## src/rtl/work_dispatcher.sv

```systemverilog
// work_dispatcher: accepts a mining job from the host and streams its midstate
// and tail bytes serially to the miner. It then waits in MINING for a solution
// claim and hands the claimed nonce back to the host. A new job accepted in
// MINING preempts the current one.
// Optional feature: define DISPATCH_TIMEOUT_EN to give up on a job after
// TIMEOUT_CYCLES cycles spent in MINING.
module work_dispatcher #(
  parameter int MID_BYTES      = 32,
  parameter int TAIL_BYTES     = 12,
  parameter int TIMEOUT_CYCLES = 2**24
) (
  input  logic                    clk,
  input  logic                    n_rst,
  input  logic                    job_valid,
  output logic                    job_ready,
  input  logic [8*MID_BYTES-1:0]  job_midstate,
  input  logic [8*TAIL_BYTES-1:0] job_tail,
  output logic                    start_found,
  output logic                    shift_en,
  output logic [7:0]              shift_data,
  output logic                    midstate_shifts_done,
  output logic                    remaining_shifts_done,
  input  logic                    sol_claim,
  input  logic [31:0]             sol_nonce,
  output logic                    sol_response,
  output logic                    nonce_valid,
  output logic [31:0]             nonce,
  input  logic                    nonce_ack,
  input  logic                    nonce_accept,
  output logic                    busy
);
  localparam int MAXB = (MID_BYTES > TAIL_BYTES) ? MID_BYTES : TAIL_BYTES;
  localparam int CW   = $clog2(MAXB + 1);

  typedef enum logic [2:0] {
    IDLE, START, SEND_MID, SEND_TAIL, MINING, REPORT
  } state_t;

  state_t                  state_q, state_d;
  logic [CW-1:0]           cnt_q, cnt_d;
  logic [8*MID_BYTES-1:0]  mid_q;
  logic [8*TAIL_BYTES-1:0] tail_q;
  logic [31:0]             nonce_q;
  logic                    sol_resp_q, sol_resp_d;
  logic                    accept, mid_shift, tail_shift, mid_last, tail_last;
  logic                    tmo_hit;

  assign accept     = job_valid && job_ready;
  // The cycle after the last byte of a phase carries its done pulse.
  assign mid_last   = (cnt_q == CW'(MID_BYTES));
  assign tail_last  = (cnt_q == CW'(TAIL_BYTES));
  assign mid_shift  = (state_q == SEND_MID)  && !mid_last;
  assign tail_shift = (state_q == SEND_TAIL) && !tail_last;

`ifdef DISPATCH_TIMEOUT_EN
  localparam int TW = $clog2(TIMEOUT_CYCLES + 1);
  logic [TW-1:0] tmo_q, tmo_d;

  assign tmo_hit = (state_q == MINING) && (tmo_q == TW'(TIMEOUT_CYCLES - 1));

  // Mining-cycle counter: zeroed while loading, runs in MINING, holds in REPORT.
  always_comb begin
    tmo_d = tmo_q;
    if (state_q == SEND_TAIL)   tmo_d = '0;
    else if (state_q == MINING) tmo_d = tmo_q + TW'(1);
  end

  // Timeout counter register.
  always_ff @(posedge clk or negedge n_rst) begin
    if (!n_rst) tmo_q <= '0;
    else        tmo_q <= tmo_d;
  end
`else
  assign tmo_hit = 1'b0;
`endif

  // State register.
  always_ff @(posedge clk or negedge n_rst) begin
    if (!n_rst) state_q <= IDLE;
    else        state_q <= state_d;
  end

  // Next-state logic; also decides when the one-cycle sol_response is due.
  always_comb begin
    state_d    = state_q;
    sol_resp_d = 1'b0;
    unique case (state_q)
      IDLE:      if (accept) state_d = START;
      START:     state_d = SEND_MID;
      SEND_MID:  if (mid_last) state_d = SEND_TAIL;
      SEND_TAIL: if (tail_last) state_d = MINING;
      MINING: begin
        // A new job beats a claim arriving in the same cycle.
        if (accept)         state_d = START;
        else if (sol_claim) state_d = REPORT;
        else if (tmo_hit) begin
          state_d    = IDLE;
          sol_resp_d = 1'b1;
        end
      end
      REPORT: begin
        if (nonce_ack) begin
          if (nonce_accept) begin
            state_d    = IDLE;
            sol_resp_d = 1'b1;
          end else begin
            state_d = MINING;
          end
        end
      end
      default:   state_d = IDLE;
    endcase
  end

  // Output decode from the current state and byte counter.
  always_comb begin
    job_ready             = (state_q == IDLE) || (state_q == MINING);
    start_found           = (state_q == START);
    shift_en              = mid_shift || tail_shift;
    shift_data            = 8'h00;
    if (mid_shift)  shift_data = mid_q[8*MID_BYTES-1 -: 8];
    if (tail_shift) shift_data = tail_q[8*TAIL_BYTES-1 -: 8];
    midstate_shifts_done  = (state_q == SEND_MID)  && mid_last;
    remaining_shifts_done = (state_q == SEND_TAIL) && tail_last;
    nonce_valid           = (state_q == REPORT);
    nonce                 = nonce_q;
    sol_response          = sol_resp_q;
    busy                  = (state_q != IDLE);
  end

  // Byte counter restarts from zero whenever a send phase is entered.
  always_comb begin
    cnt_d = '0;
    if ((state_d == state_q) && ((state_q == SEND_MID) || (state_q == SEND_TAIL)))
      cnt_d = cnt_q + CW'(1);
  end

  // Job shift registers, nonce latch, byte counter and response pulse.
  always_ff @(posedge clk or negedge n_rst) begin
    if (!n_rst) begin
      mid_q      <= '0;
      tail_q     <= '0;
      nonce_q    <= '0;
      cnt_q      <= '0;
      sol_resp_q <= 1'b0;
    end else begin
      cnt_q      <= cnt_d;
      sol_resp_q <= sol_resp_d;
      if (accept) begin
        mid_q  <= job_midstate;
        tail_q <= job_tail;
      end else begin
        if (mid_shift)  mid_q  <= mid_q << 8;
        if (tail_shift) tail_q <= tail_q << 8;
      end
      if ((state_q == MINING) && !accept && sol_claim)
        nonce_q <= sol_nonce;
    end
  end
endmodule

```

## config.mk

```make
export PLATFORM = sky130hd
export DESIGN_NAME = work_dispatcher
export DESIGN_NICKNAME = d
export VERILOG_FILES = /design/src/rtl/work_dispatcher.sv
export SDC_FILE = /design/constraint.sdc
export NUM_CORES = 1
export LEC_CHECK = 0
export BUFFER_PORTS_ARGS = -buffer_cell sky130_fd_sc_hd__buf_2
export CAP_MARGIN = 10
export CORE_MARGIN = 2
export CORE_UTILIZATION = 42
export DETAILED_ROUTE_END_ITERATION = 6
export GPL_TIMING_DRIVEN = 0
export HOLD_SLACK_MARGIN = 0.1
export PLACE_DENSITY_LB_ADDON = 0.15
export SLEW_MARGIN = 30
export SYNTH_ARGS = -nofsm -noshare
export SYNTH_HDL_FRONTEND = slang
export SYNTH_SLANG_ARGS = --single-unit
```

## constraint.sdc

```tcl
create_clock -name clk -period 4.5 [get_ports clk]
set_input_delay 0.225 -clock clk [delete_from_list [all_inputs] [get_ports clk]]
set_output_delay 0.225 -clock clk [all_outputs]
set_load 0.01 [all_outputs]
```

==> run_results.csv <==
group,metric,value,unit
clock_network,cts_resized,0,
setup_path,crit_top_cell,"buf_2",
synthesis,yosysTopAreaCellShare,46.86,%
synthesis,yosys.cell_count.top_type,"nand2_1",
setup_path,crit_cells,8,
clock_network,clk_pin_slew,0.05,ns
route,drc_errors,0,
setup_path,rr_worst_depth,7,
layout,syn_to_final_growth,40.65,%
grt,grt_use_total,27.74,%
clock_network,clock_latency,0.57,ns
synthesis,ys_types,42,
die,num_io_pins,438,
route,vias_per_cell,5.384,
setup_path,critPathArrivalTime,2.74,ns
timing,fmax,336.9,MHz
flow_run,drv_cap,0,
grt,grt_antenna_before_repair,12,
synthesis,syn-num-nets,2597,
clock_network,cts-root-buf,"clkbuf_16",
setup_path,cp-end-kind,"output pin",
route,drt-total-wl,73000,um
timing,finalSetupViolCount,0,
synthesis,syn-cell-area,21040,um2
placed_design,post-dp-hpwl,50230,um
setup_path,cp_top_family,"buffers and inverters",
route,antenna_left,0,
die,fp-row-count,82,
route,via_count,20450,
setup_path,crit_buf_inv,4,
synthesis,synth-edff-count,0,
clock_network,htreeDepth,2,
hold_path,min_path_type,"input pin to flop",
layout,layout.nets,3477,
clock_network,cts_tree,"done",
timing,min_period_over_period,65.97,%
setup_path,worst_ep_required_time,4.28,ns
setup_path,crit_type,"flop to output pin",
clock_network,cts_made_buffers,48,
route,dr.first_iter.drc_count,1630,
timing,fin_ws,1.531,ns
route,drt_pass1_iterations,5,
power,ir_drop,0.2600,mV
synthesis,postSynthCellCount,2205,
timing,hold-worst-slack,0.2214,ns
grt,grt_pass1_wl,115400,um
timing,layout_min_cycle_time,2.969,ns
timing,hold_violations,0,
die,dieHeight,227.8,um
power,power.leakage,12.75,nW
route,avgRoutedWirePerCell,19.22,um
synthesis,seq_area_frac_synth,46.86,%
clock_network,post_cts_buffers,0,
power,power_density,552.2,nW/um2
grt,grt_pass1_vias,20890,
hold_path,hold_path_depth,4,
layout,fin_area,29590,um2
synthesis,yosysTopAreaCell,"dfrtp_1",
placed_design,preCtsSetupSlack,2.065,ns
timing,rsz0062_at_grt,"no",
setup_path,path_cells,"inv_1 -> ha_1 -> nor3b_1 -> buf_2 -> a21oi_2 -> buf_2 -> a22o_1 -> buf_2",
clock_network,clock-sinks,394,
setup_path,slowest_delay,0.41,ns
clock_network,clockBufferDepth,3,
synthesis,syn_avg_cell_area,9.542,um2
synthesis,synth_ff_type,"dfrtp_1",
status,status,"completed",
layout,nFillCells,4208,
timing,slew_headroom,50.34,%
synthesis,yosys_warnings,0,
setup_path,critPathSlowestCell,"dfrtp_1",
placed_design,gp_congestion,0.8871,
grt,grt-ovfl-total,0,
placed_design,postPlaceCellArea,24220,um2
grt,grt_max_degree,87,
synthesis,ys_seq_elements,394,
placed_design,io_buffer_count,437,
setup_path,crit_path_start,"cnt_q[0]",
die,start_util,42.28,%
timing,setup_tns,0,ns
timing,drv_slew,0,
die,die_w,227.8,um
synthesis,synth-async-reset-ratio,100.0,%
die,coreArea,49760,um2
die,die_area,51900,um2
setup_path,cp_max_fo,10,
timing,finClkSkew,0.01765,ns
setup_path,reg2reg_from,"cnt_q[0]",
timing,tightest_slew,0.7449,ns
synthesis,synth.top_cells.by_count,"nand2_1, o211ai_1, dfrtp_1, o211ai_2, inv_1",
hold_path,min_from,"nonce_ack",
setup_path,setup.worst_path.start_class,"flop",
power,fin_total_pwr,16.34,mW
synthesis,synth_area_leaders,"dfrtp_1, o211ai_1, nand2_1",
layout,drive_gt1_share,27.37,%
## logic make-up (layout without fill, tap and decap cells)
family                     after synthesis  after routing  synth area share (%)
and+or+nand+nor                        735            735                 13.64
AOI/OAI and AO/OA                      706            706                 29.13
DFF                                    394            394                 46.86
buffers and inverters                  333           1244                 8.421
muxes                                   32             32                 1.713
xor gates and xnor gates                 3              3                0.1249
adders and majority gates                2              2                0.1189
other                                    0             10                     0
## area by class of cell
class,instances,area (um2),share of cell area [%]
antenna,10,25.02,0.08456
buffer,243,1434,4.845
clock buffer,75,1434,4.845
clock inverter,6,33.78,0.1142
inverter,90,337.8,1.142
multi-input combinational,1478,9409,31.80
sequential,394,9859,33.32
tap,672,840.8,2.841
timing repair buffer,830,6218,21.01
## per-layer routing
metal	global-route usage, %	wire, um
met4	10.86	2791
met2	44.37	33740
met1	37.14	31490
met3	5.450	4945
met5	0	36
## placed cells by master, fill, tap and decap left out, types with 49 or more instances in the layout
cell / synthesis / routed
a211o_1: 88 / 88
buf_2: 83 / 519
buf_4: 51 / 51
clkbuf_1: 75 / 90
clkbuf_16: 0 / 49
dfrtp_1: 394 / 394
dlygate4sd3_1: 0 / 388
inv_1: 90 / 90
nand2_1: 698 / 698
o211ai_1: 442 / 442
o211ai_2: 142 / 142
## final timing paths
kind	to	slack, ns
worst max register to register	mid_q[105]	2.13
worst min register to register	nonce[24]	0.50
min in group asynchronous	tail_q[1]	0.23
worst min-delay path	state_q[2]	0.22
worst max-delay path	shift_data[5]	1.53
max in group asynchronous	nonce[27]	2.78
## worst reg2reg max path, delay by kind of cell, from the launching register on
kind,cells,cell delay (ns)
buffers and inverters,3,1.04
AO/OA/AOI/OAI,2,0.41
flip-flops,1,0.41
adder cells (fa/ha/maj),1,0.23
AND/OR/NAND/NOR,1,0.16
## power breakdown
group | leakage [nW] | internal [mW] | total [mW] | switching, mW
combinational | 6.76 | 2.67 | 7.35 | 4.69
sequential | 5.27 | 4.65 | 5.32 | 0.665
clock | 0.724 | 2.16 | 3.67 | 1.50
total | 12.8 | 9.48 | 16.3 | 6.86
## registers in the layout (all words and copies together) (netlist names)
register and cells:
mid_q 256, state_q 3, sol_response 1, cnt_q 6
nonce 32, tail_q 96
## stage by stage
| step | std cells | util [%] |
|---|---|---|
| after CTS | 3788 | 59.42 |
| after global placement | 3314 | 48.37 |
| after global routing | 3795 | 59.45 |
| after floorplan | 2205 | - |
| after detailed placement | 3319 | 48.66 |
| final | 3798 | 59.47 |
## timing repair
action                                 in CTS  in global routing
endpoints found under the hold margin     494                  0
setup endpoints to repair                   0                  0
hold buffers                              388                  0
Power figures use the tool's default switching activity.
